$ cat src/rtl/mem_fill_writer.sv
// mem_fill_writer
// Fills a burst of memory words with an arithmetic sequence
// (start_value, start_value+step, ...) at consecutive addresses.
// After the write pass it can optionally read the same addresses back
// and compare each word against the regenerated sequence.
//
// Ports
//   clock        sole clock, rising edge
//   reset_n      asynchronous active-low reset
//   start        command strobe, honoured only while idle
//   base_addr    first burst address
//   length       burst word count minus one
//   start_value  data for the first word
//   step         data increment per word
//   verify_en    request the readback-compare pass
//   busy         high while writing, reading or doing the final compare
//   done         one-cycle completion pulse
//   error        sticky mismatch flag for the last burst
//   error_count  saturating mismatch count for the last burst
//   mem_addr     memory address
//   mem_data     memory write data
//   mem_we       memory write enable
//   mem_q        memory read data, one cycle after the address edge
module mem_fill_writer #(
    parameter int ADDR_W = 10,
    parameter int DATA_W = 16
) (
    input  logic              clock,
    input  logic              reset_n,
    input  logic              start,
    input  logic [ADDR_W-1:0] base_addr,
    input  logic [ADDR_W-1:0] length,
    input  logic [DATA_W-1:0] start_value,
    input  logic [DATA_W-1:0] step,
    input  logic              verify_en,
    output logic              busy,
    output logic              done,
    output logic              error,
    output logic [ADDR_W-1:0] error_count,
    output logic [ADDR_W-1:0] mem_addr,
    output logic [DATA_W-1:0] mem_data,
    output logic              mem_we,
    input  logic [DATA_W-1:0] mem_q
);

    typedef enum logic [2:0] {
        ST_IDLE  = 3'd0,
        ST_WRITE = 3'd1,
        ST_READ  = 3'd2,
        ST_CHECK = 3'd3,
        ST_DONE  = 3'd4
    } state_e;

    localparam logic [ADDR_W-1:0] A_ZERO  = {ADDR_W{1'b0}};
    localparam logic [ADDR_W-1:0] A_ONE   = {{(ADDR_W-1){1'b0}}, 1'b1};
    localparam logic [ADDR_W-1:0] CNT_MAX = {ADDR_W{1'b1}};
    localparam logic [DATA_W-1:0] D_ZERO  = {DATA_W{1'b0}};

    state_e            state_q, state_d;
    logic [ADDR_W-1:0] idx_q, idx_d;
    logic [ADDR_W-1:0] addr_q, addr_d;
    logic [DATA_W-1:0] data_q, data_d;
    logic [ADDR_W-1:0] base_q, base_d;
    logic [ADDR_W-1:0] len_q, len_d;
    logic [DATA_W-1:0] sv_q, sv_d;
    logic [DATA_W-1:0] step_q, step_d;
    logic              verify_q, verify_d;
    logic              cmp_q, cmp_d;
    logic [DATA_W-1:0] exp_q, exp_d;
    logic              err_q, err_d;
    logic [ADDR_W-1:0] cnt_q, cnt_d;
    logic              busy_q, busy_d;
    logic              done_q, done_d;
    logic              we_q, we_d;

    // Next-state, sequence generation and readback compare.
    always_comb begin
        state_d  = state_q;
        idx_d    = idx_q;
        addr_d   = addr_q;
        data_d   = data_q;
        base_d   = base_q;
        len_d    = len_q;
        sv_d     = sv_q;
        step_d   = step_q;
        verify_d = verify_q;
        err_d    = err_q;
        cnt_d    = cnt_q;
        // A read address presented this cycle returns data next cycle;
        // carry its expected value alongside so the compare lines up.
        cmp_d    = (state_q == ST_READ);
        exp_d    = data_q;

        if (cmp_q && (mem_q != exp_q)) begin
            err_d = 1'b1;
            if (cnt_q != CNT_MAX) begin
                cnt_d = cnt_q + A_ONE;
            end else begin
                cnt_d = cnt_q;
            end
        end else begin
            err_d = err_q;
        end

        case (state_q)
            ST_IDLE: begin
                if (start) begin
                    base_d   = base_addr;
                    len_d    = length;
                    sv_d     = start_value;
                    step_d   = step;
                    verify_d = verify_en;
                    err_d    = 1'b0;
                    cnt_d    = A_ZERO;
                    idx_d    = A_ZERO;
                    addr_d   = base_addr;
                    data_d   = start_value;
                    state_d  = ST_WRITE;
                end else begin
                    state_d = ST_IDLE;
                end
            end
            ST_WRITE: begin
                if (idx_q == len_q) begin
                    idx_d = A_ZERO;
                    if (verify_q) begin
                        addr_d  = base_q;
                        data_d  = sv_q;
                        state_d = ST_READ;
                    end else begin
                        state_d = ST_DONE;
                    end
                end else begin
                    idx_d  = idx_q + A_ONE;
                    addr_d = addr_q + A_ONE;
                    data_d = data_q + step_q;
                end
            end
            ST_READ: begin
                if (idx_q == len_q) begin
                    state_d = ST_CHECK;
                end else begin
                    idx_d  = idx_q + A_ONE;
                    addr_d = addr_q + A_ONE;
                    data_d = data_q + step_q;
                end
            end
            ST_CHECK: state_d = ST_DONE;
            ST_DONE:  state_d = ST_IDLE;
            default:  state_d = ST_IDLE;
        endcase

        // Status outputs are registered from the state being entered so
        // they line up with the state they describe.
        busy_d = (state_d == ST_WRITE) || (state_d == ST_READ) || (state_d == ST_CHECK);
        done_d = (state_d == ST_DONE);
        we_d   = (state_d == ST_WRITE);
    end

    // State and output registers with asynchronous reset.
    always_ff @(posedge clock or negedge reset_n) begin
        if (!reset_n) begin
            state_q  <= ST_IDLE;
            idx_q    <= A_ZERO;
            addr_q   <= A_ZERO;
            data_q   <= D_ZERO;
            base_q   <= A_ZERO;
            len_q    <= A_ZERO;
            sv_q     <= D_ZERO;
            step_q   <= D_ZERO;
            verify_q <= 1'b0;
            cmp_q    <= 1'b0;
            exp_q    <= D_ZERO;
            err_q    <= 1'b0;
            cnt_q    <= A_ZERO;
            busy_q   <= 1'b0;
            done_q   <= 1'b0;
            we_q     <= 1'b0;
        end else begin
            state_q  <= state_d;
            idx_q    <= idx_d;
            addr_q   <= addr_d;
            data_q   <= data_d;
            base_q   <= base_d;
            len_q    <= len_d;
            sv_q     <= sv_d;
            step_q   <= step_d;
            verify_q <= verify_d;
            cmp_q    <= cmp_d;
            exp_q    <= exp_d;
            err_q    <= err_d;
            cnt_q    <= cnt_d;
            busy_q   <= busy_d;
            done_q   <= done_d;
            we_q     <= we_d;
        end
    end

    assign busy        = busy_q;
    assign done        = done_q;
    assign error       = err_q;
    assign error_count = cnt_q;
    assign mem_addr    = addr_q;
    assign mem_data    = data_q;
    assign mem_we      = we_q;

endmodule

$ cat config.mk
export PLATFORM = sky130hd
export DESIGN_NAME = mem_fill_writer
export DESIGN_NICKNAME = d
export VERILOG_FILES = /design/src/rtl/mem_fill_writer.sv
export SDC_FILE = /design/constraint.sdc
export NUM_CORES = 1
export LEC_CHECK = 0
export CAP_MARGIN = 20
export CORE_MARGIN = 5
export CORE_UTILIZATION = 36
export DETAILED_ROUTE_END_ITERATION = 12
export HOLD_SLACK_MARGIN = 0.03
export SETUP_SLACK_MARGIN = 0.05
export SYNTH_ARGS = -nofsm -noshare
export SYNTH_HDL_FRONTEND = slang
export SYNTH_SLANG_ARGS = --single-unit
$ cat constraint.sdc
create_clock -name clock -period 2.8 [get_ports clock]
set_clock_uncertainty 0.05 [all_clocks]
set_input_delay 0.56 -clock clock [delete_from_list [all_inputs] [get_ports clock]]
set_output_delay 0.56 -clock clock [all_outputs]
set_load 0.02 [all_outputs]
[Word level (Yosys, flattened, before mapping)]
Index checks and enable logic that the tools add are counted.
Storage, ports and cells
  flip-flop bits (word level): 123
  bits of input ports: 72
  output and inout port bits: 40
  logic and storage cells: 67
Cells by class
  add/subtract/negate cells: 4
  eq/ne operators: 13
  mux-type cells: 26
  reduce and logical (&&, ||, !) cells: 8
Operators with widths (number)
  2-to-1 mux 10 bit: 11
  2-to-1 mux 16 bit: 4
  one-hot mux 10 bit (3 select lines): 2
  one-hot mux 16 bit (3 select lines): 1
  adder 10 x 1 -> 10 bit (second input constant): 3
  adder 16 bit: 1
  inequality test 16 bit: 1
  equality test 3 x 2 -> 1 bit (second input constant): 4
  one-hot mux 3 bit (4 select lines): 1
  equality test 10 bit: 1
  inequality test 10 bit (second input constant): 1
  2-to-1 mux 3 bit: 3
  equality test 3 x 1 -> 1 bit (second input constant): 2
  2-to-1 mux 1 bit: 4
  inequality test 2 bit (second input constant): 2
  AND reduction 4 bit: 1
  equality test 3 bit (second input constant): 1
  logical NOT 3 bit: 1
  inequality test 3 bit (second input constant): 1
  AND reduction 3 bit: 1
  nonzero test 3 bit: 1
  logical OR 1 bit: 2
  AND reduction 2 bit: 1
  logical AND 1 bit: 1

[Depth between registers and ports, before layout]
Gate-level depths: netlist (run 1).
  depth after elaboration: 6
  mapped depth: 10
  mapped depth without buffers: 10

[Least setup slack after synthesis (run 1)]
No wires, ideal clock.
  path type: register to register
  start point: reg data_q[0], in the netlist mem_data[0]
  end point: reg data_q[10], in the netlist mem_data[10]
  setup time: 0.135 ns
  arrival: 2.316 ns
  data required time: 2.615 ns
  setup slack: 0.299 ns
  cell stages (with the launch flop): 11
  path buffers: 0
  clock period less this slack: 2.501 ns
  cell sequence: dfrtp_1 -> ha_1 -> inv_1 -> fa_1 -> nor2b_1 -> o211ai_1 -> a31oi_1 -> a21oi_1 -> xnor2_1 -> a222oi_1 -> o21ai_0
Between the ends
  longest elaborated chain between the ends: 3
  elaborated cells on any way between the ends: 4
  classes of those cells: add/sub: 1; mux: 3
Ends and longest elaborated chain
  start, declared: RTL line 62  | logic [DATA_W-1:0] data_q, data_d;
  start signal, assigned: RTL line 183  | data_q <= data_d;
  adder 16 bit *: RTL line 136, 145
  2-to-1 mux 16 bit (on tied branches): RTL line 140, 124
  one-hot mux 16 bit (3 select lines) *: RTL line 105  | case (state_q)
Every way passes the cells marked *; elsewhere a longest branch is shown, timed or not. The select of a mux whose other input is x is not followed.
A chain may end at the register's enable or synchronous reset.

[Worst setup path in the final report (run 1)]
Same ends and word-level chain as after synthesis.

==> impl_metrics.ini, run 1 <==
[floorplan]
core_mm2 = 0.01670
die_w_um = 140.8
start_util = 0.3688
dieHeight_um = 140.8
ios = 112
rows = 47
die_area_mm2 = 0.01983

[timing]
setup_ws_ps = 266.4
worst_slew_pin_slew_ps = 1004
min_period_over_period = 0.9048
drv_slew = 0
fmax_mhz = 394.7
fin_setup_tns_ps = 0
period_needed_ps = 2534
hold_viol = 0
finalSetupViolCount = 0
rsz0062_at_grt = false
max_slew_margin = 0.3297

[layout]
drive_above_1_share = 0.1676
nNetsFinal = 779
fin_cells = 918
diodes = 0
fin_util = 0.4927
area_growth_pct = 33.58

[placed_design]
dp_worst_setup_slack_ps = 32.24
hpwlAfterDp_um = 11510
io_buffers = 111
gp_congestion = 0.8739
dpl.cell_count = 889

[global_routing]
first_global_vias = 5099
grt_overflow = 0
grt_max_degree = 53
antenna_found_initial = 0
grt_usage = 0.1650
grt_pass1_wl_um = 26080

[logic_synthesis]
synth_ff_type = dfrtp_1
syn_avg_cell_area_um2 = 10.98
netlist_area_mm2 = 0.006160
synth_common_cells = dfrtp_1 (123), mux2_2 (53), nand2_1 (36), nor2_1 (36), o21ai_0 (36)
synth.most_common_cell = dfrtp_1
ys_types = 57
yosys.area.top_type_share = 0.4997
syn_inst = 561
synth_seq_area_share = 0.4997
yosysTopAreaCell = dfrtp_1
syn_nets = 652
ys_top_cells_by_area = dfrtp_1 (50%), mux2_2 (9.7%), xnor2_1 (3.7%)
ys_seq_elements = 123
ys_warn_count = 0
synth_edf_count = 0
async_reset_ff_frac = 1.000

[critical_path]
cp.arrival_ps = 2770
crit_start = mem_data[0]
worstSetupEndpointType = flip-flop
critPathLaunchType = flip-flop
critPathMaxStageDelay_ps = 410
reg2reg_setup_slack_ps = 270
worstPathMaxFanout = 4
critPathKind = reg -> reg
reg2reg_depth = 10
timing.rr.start = mem_data[0]
crit_chain = ha_1 -> inv_1 -> fa_1 -> nor2b_1 -> o211ai_1 -> a31oi_1 -> a21oi_2 -> xnor2_1 -> a222oi_1 -> o21ai_0
r2r_end = mem_data[10]
cp_slowest_cell = fa_1
critPathRequiredTime_ps = 3030

[power]
power_frac_seq = 0.329
sw_frac_of_total = 0.3674
power_frac_comb = 0.446
clockPowerShare = 0.225
power_mw = 9.669
peakVddDrop_v = 0.0006149
power_density_mw_per_mm2 = 1175
internal_power_mw = 6.117
p_sw_mw = 3.552
power.leakage_nw = 3.469

[clocking]
htreeDepth = 4
hold_buffers = 0
clkTransAtPathRegs_ps = 50
cts-root-buf = clkbuf_16
cts_buffers = 17
clockBufferDepth = 2
clkSinkCount = 123
cts_tree = built
clk_latency_ps = 410

[detailed_routing]
first_iter_violations = 302
vias = 4870
vias_per_cell = 5.305
drt_first_pass_iters = 7
drtAntennaViolNets = 0
routed_wl_um = 16130
wire_per_inst_um = 17.57
drc = 0

[min_path]
hold_path_class = in -> async

[status]
status = finished clean

[job]
cap_violations = 0
## layout make-up
cell class,count,area [um2]
Inverter,19,71.32
Timing Repair Buffer,133,1324
Multi-Input combinational cell,394,2900
Fill cell,1549,8473
Clock inverter,9,122.6
Clock buffer,20,456.7
Sequential cell,123,3078
Tap cell,220,275.3
## routing by layer
| metal | vias up | GRT usage | wire length [um] |
|---|---|---|---|
| li1 | 2298 | - | - |
| met1 | 2414 | 0.2099 | 7201 |
| met2 | 135 | 0.2712 | 7724 |
| met3 | 23 | 0.04572 | 911 |
| met4 | 0 | 0.05762 | 294 |
| met5 | - | 0 | 0 |
## critical path, delay by kind of cell (launching register included)
| kind | cells | cell delay, ps |
|---|---|---|
| AO/OA/AOI/OAI | 5 | 940 |
| XOR/XNOR | 1 | 140 |
| buffers and inverters | 1 | 70 |
| AND/OR/NAND/NOR | 1 | 190 |
| flip-flops | 1 | 390 |
| adder cells (fa/ha/maj) | 2 | 630 |
## power groups by stage
stage	clock [mW]	sequential, mW	combinational, mW
floorplan	0	3.26	2.77
global placement	0	3.17	4.18
detailed placement	0	3.20	4.29
CTS	2.22	3.18	4.32
global route	2.31	3.27	4.76
finish	2.17	3.18	4.32
## cells by family (layout without fill, tap and decap cells)
group	Yosys count	after routing	share of synthesized area
AOI/OAI and AO/OA	132	132	0.1428
xor gates and xnor gates	44	44	0.06256
adders and majority gates	19	19	0.03981
buffers and inverters	44	181	0.03229
DFF	123	123	0.4997
muxes	57	57	0.1034
and+or+nand+nor	142	142	0.1194
## repair_timing
| action | in CTS | in global routing |
|---|---|---|
| setup buffers | 0 | 0 |
| hold endpoints to repair | 0 | 0 |
| endpoints found under the setup margin | 0 | 1 |
| gates resized for setup | 0 | 1 |
## layout by cell type (no fill, tap or decap), types with 3 or more instances in the layout
cell type          n
a222oi_1          15
a211oi_1           4
xnor2_1           26
and3_1            10
a21oi_1           24
inv_1             18
a21o_1             7
mux2_2            53
clkdlybuf4s50_1  110
buf_12             4
xor2_1            18
bufinv_16          3
buf_4             19
clkinv_2           5
nand2_1           36
ha_1              18
nand2b_1           3
nor3_1             7
a31oi_1            4
nor2_1            36
a221oi_1           6
clkbuf_16         17
dfrtp_1          123
nand4_1           12
mux2i_1            4
nor3b_1            3
nand3_1           15
o21ai_0           36
o22ai_1            5
a22o_1             4
o21a_1             3
o21ai_1            9
nor2b_1            3
## state kept, by name, summed over array words and instances (netlist names)
name / cells
step_q: 16
sv_q: 16
done: 1
base_q: 10
state_q: 3
verify_q: 1
error_count: 10
len_q: 10
busy: 1
error: 1
mem_addr: 10
mem_data: 16
exp_q: 16
mem_we: 1
idx_q: 10
cmp_q: 1
## per-stage QoR
stage | cell area (um2) | hold slack (ps)
after detailed placement | 7645 | 379.8
final | 8228 | 83.22
after CTS | 8224 | 97.41
after global placement | 7645 | 376.0
after global routing | 8228 | 118.9
after floorplan | 6160 | 214.4
## worst max path at each step
stage                     end  depth (start not counted)  slack (ps)
6_report         mem_data[10]                         10         270
5_1_grt          mem_data[10]                         10          40
4_1_cts          mem_data[10]                         10         200
3_5_place_dp   error_count[4]                          9          30
3_3_place_gp   error_count[7]                          9          60
2_1_floorplan    mem_data[10]                         10         300
(Power assumes the default switching activity.)
==> run 2, diff against run 1 <==
--- a/config.mk
+++ b/config.mk
@@ -5,6 +5,7 @@
 export SDC_FILE = /design/constraint.sdc
 export NUM_CORES = 1
 export LEC_CHECK = 0
+export ABC_CLOCK_PERIOD_IN_PS = 2800
 export CAP_MARGIN = 20
 export CORE_MARGIN = 5
 export CORE_UTILIZATION = 36
==> results of run 2 <==
Same layout as run 1: the final DEF is identical, and so are final timing and power.
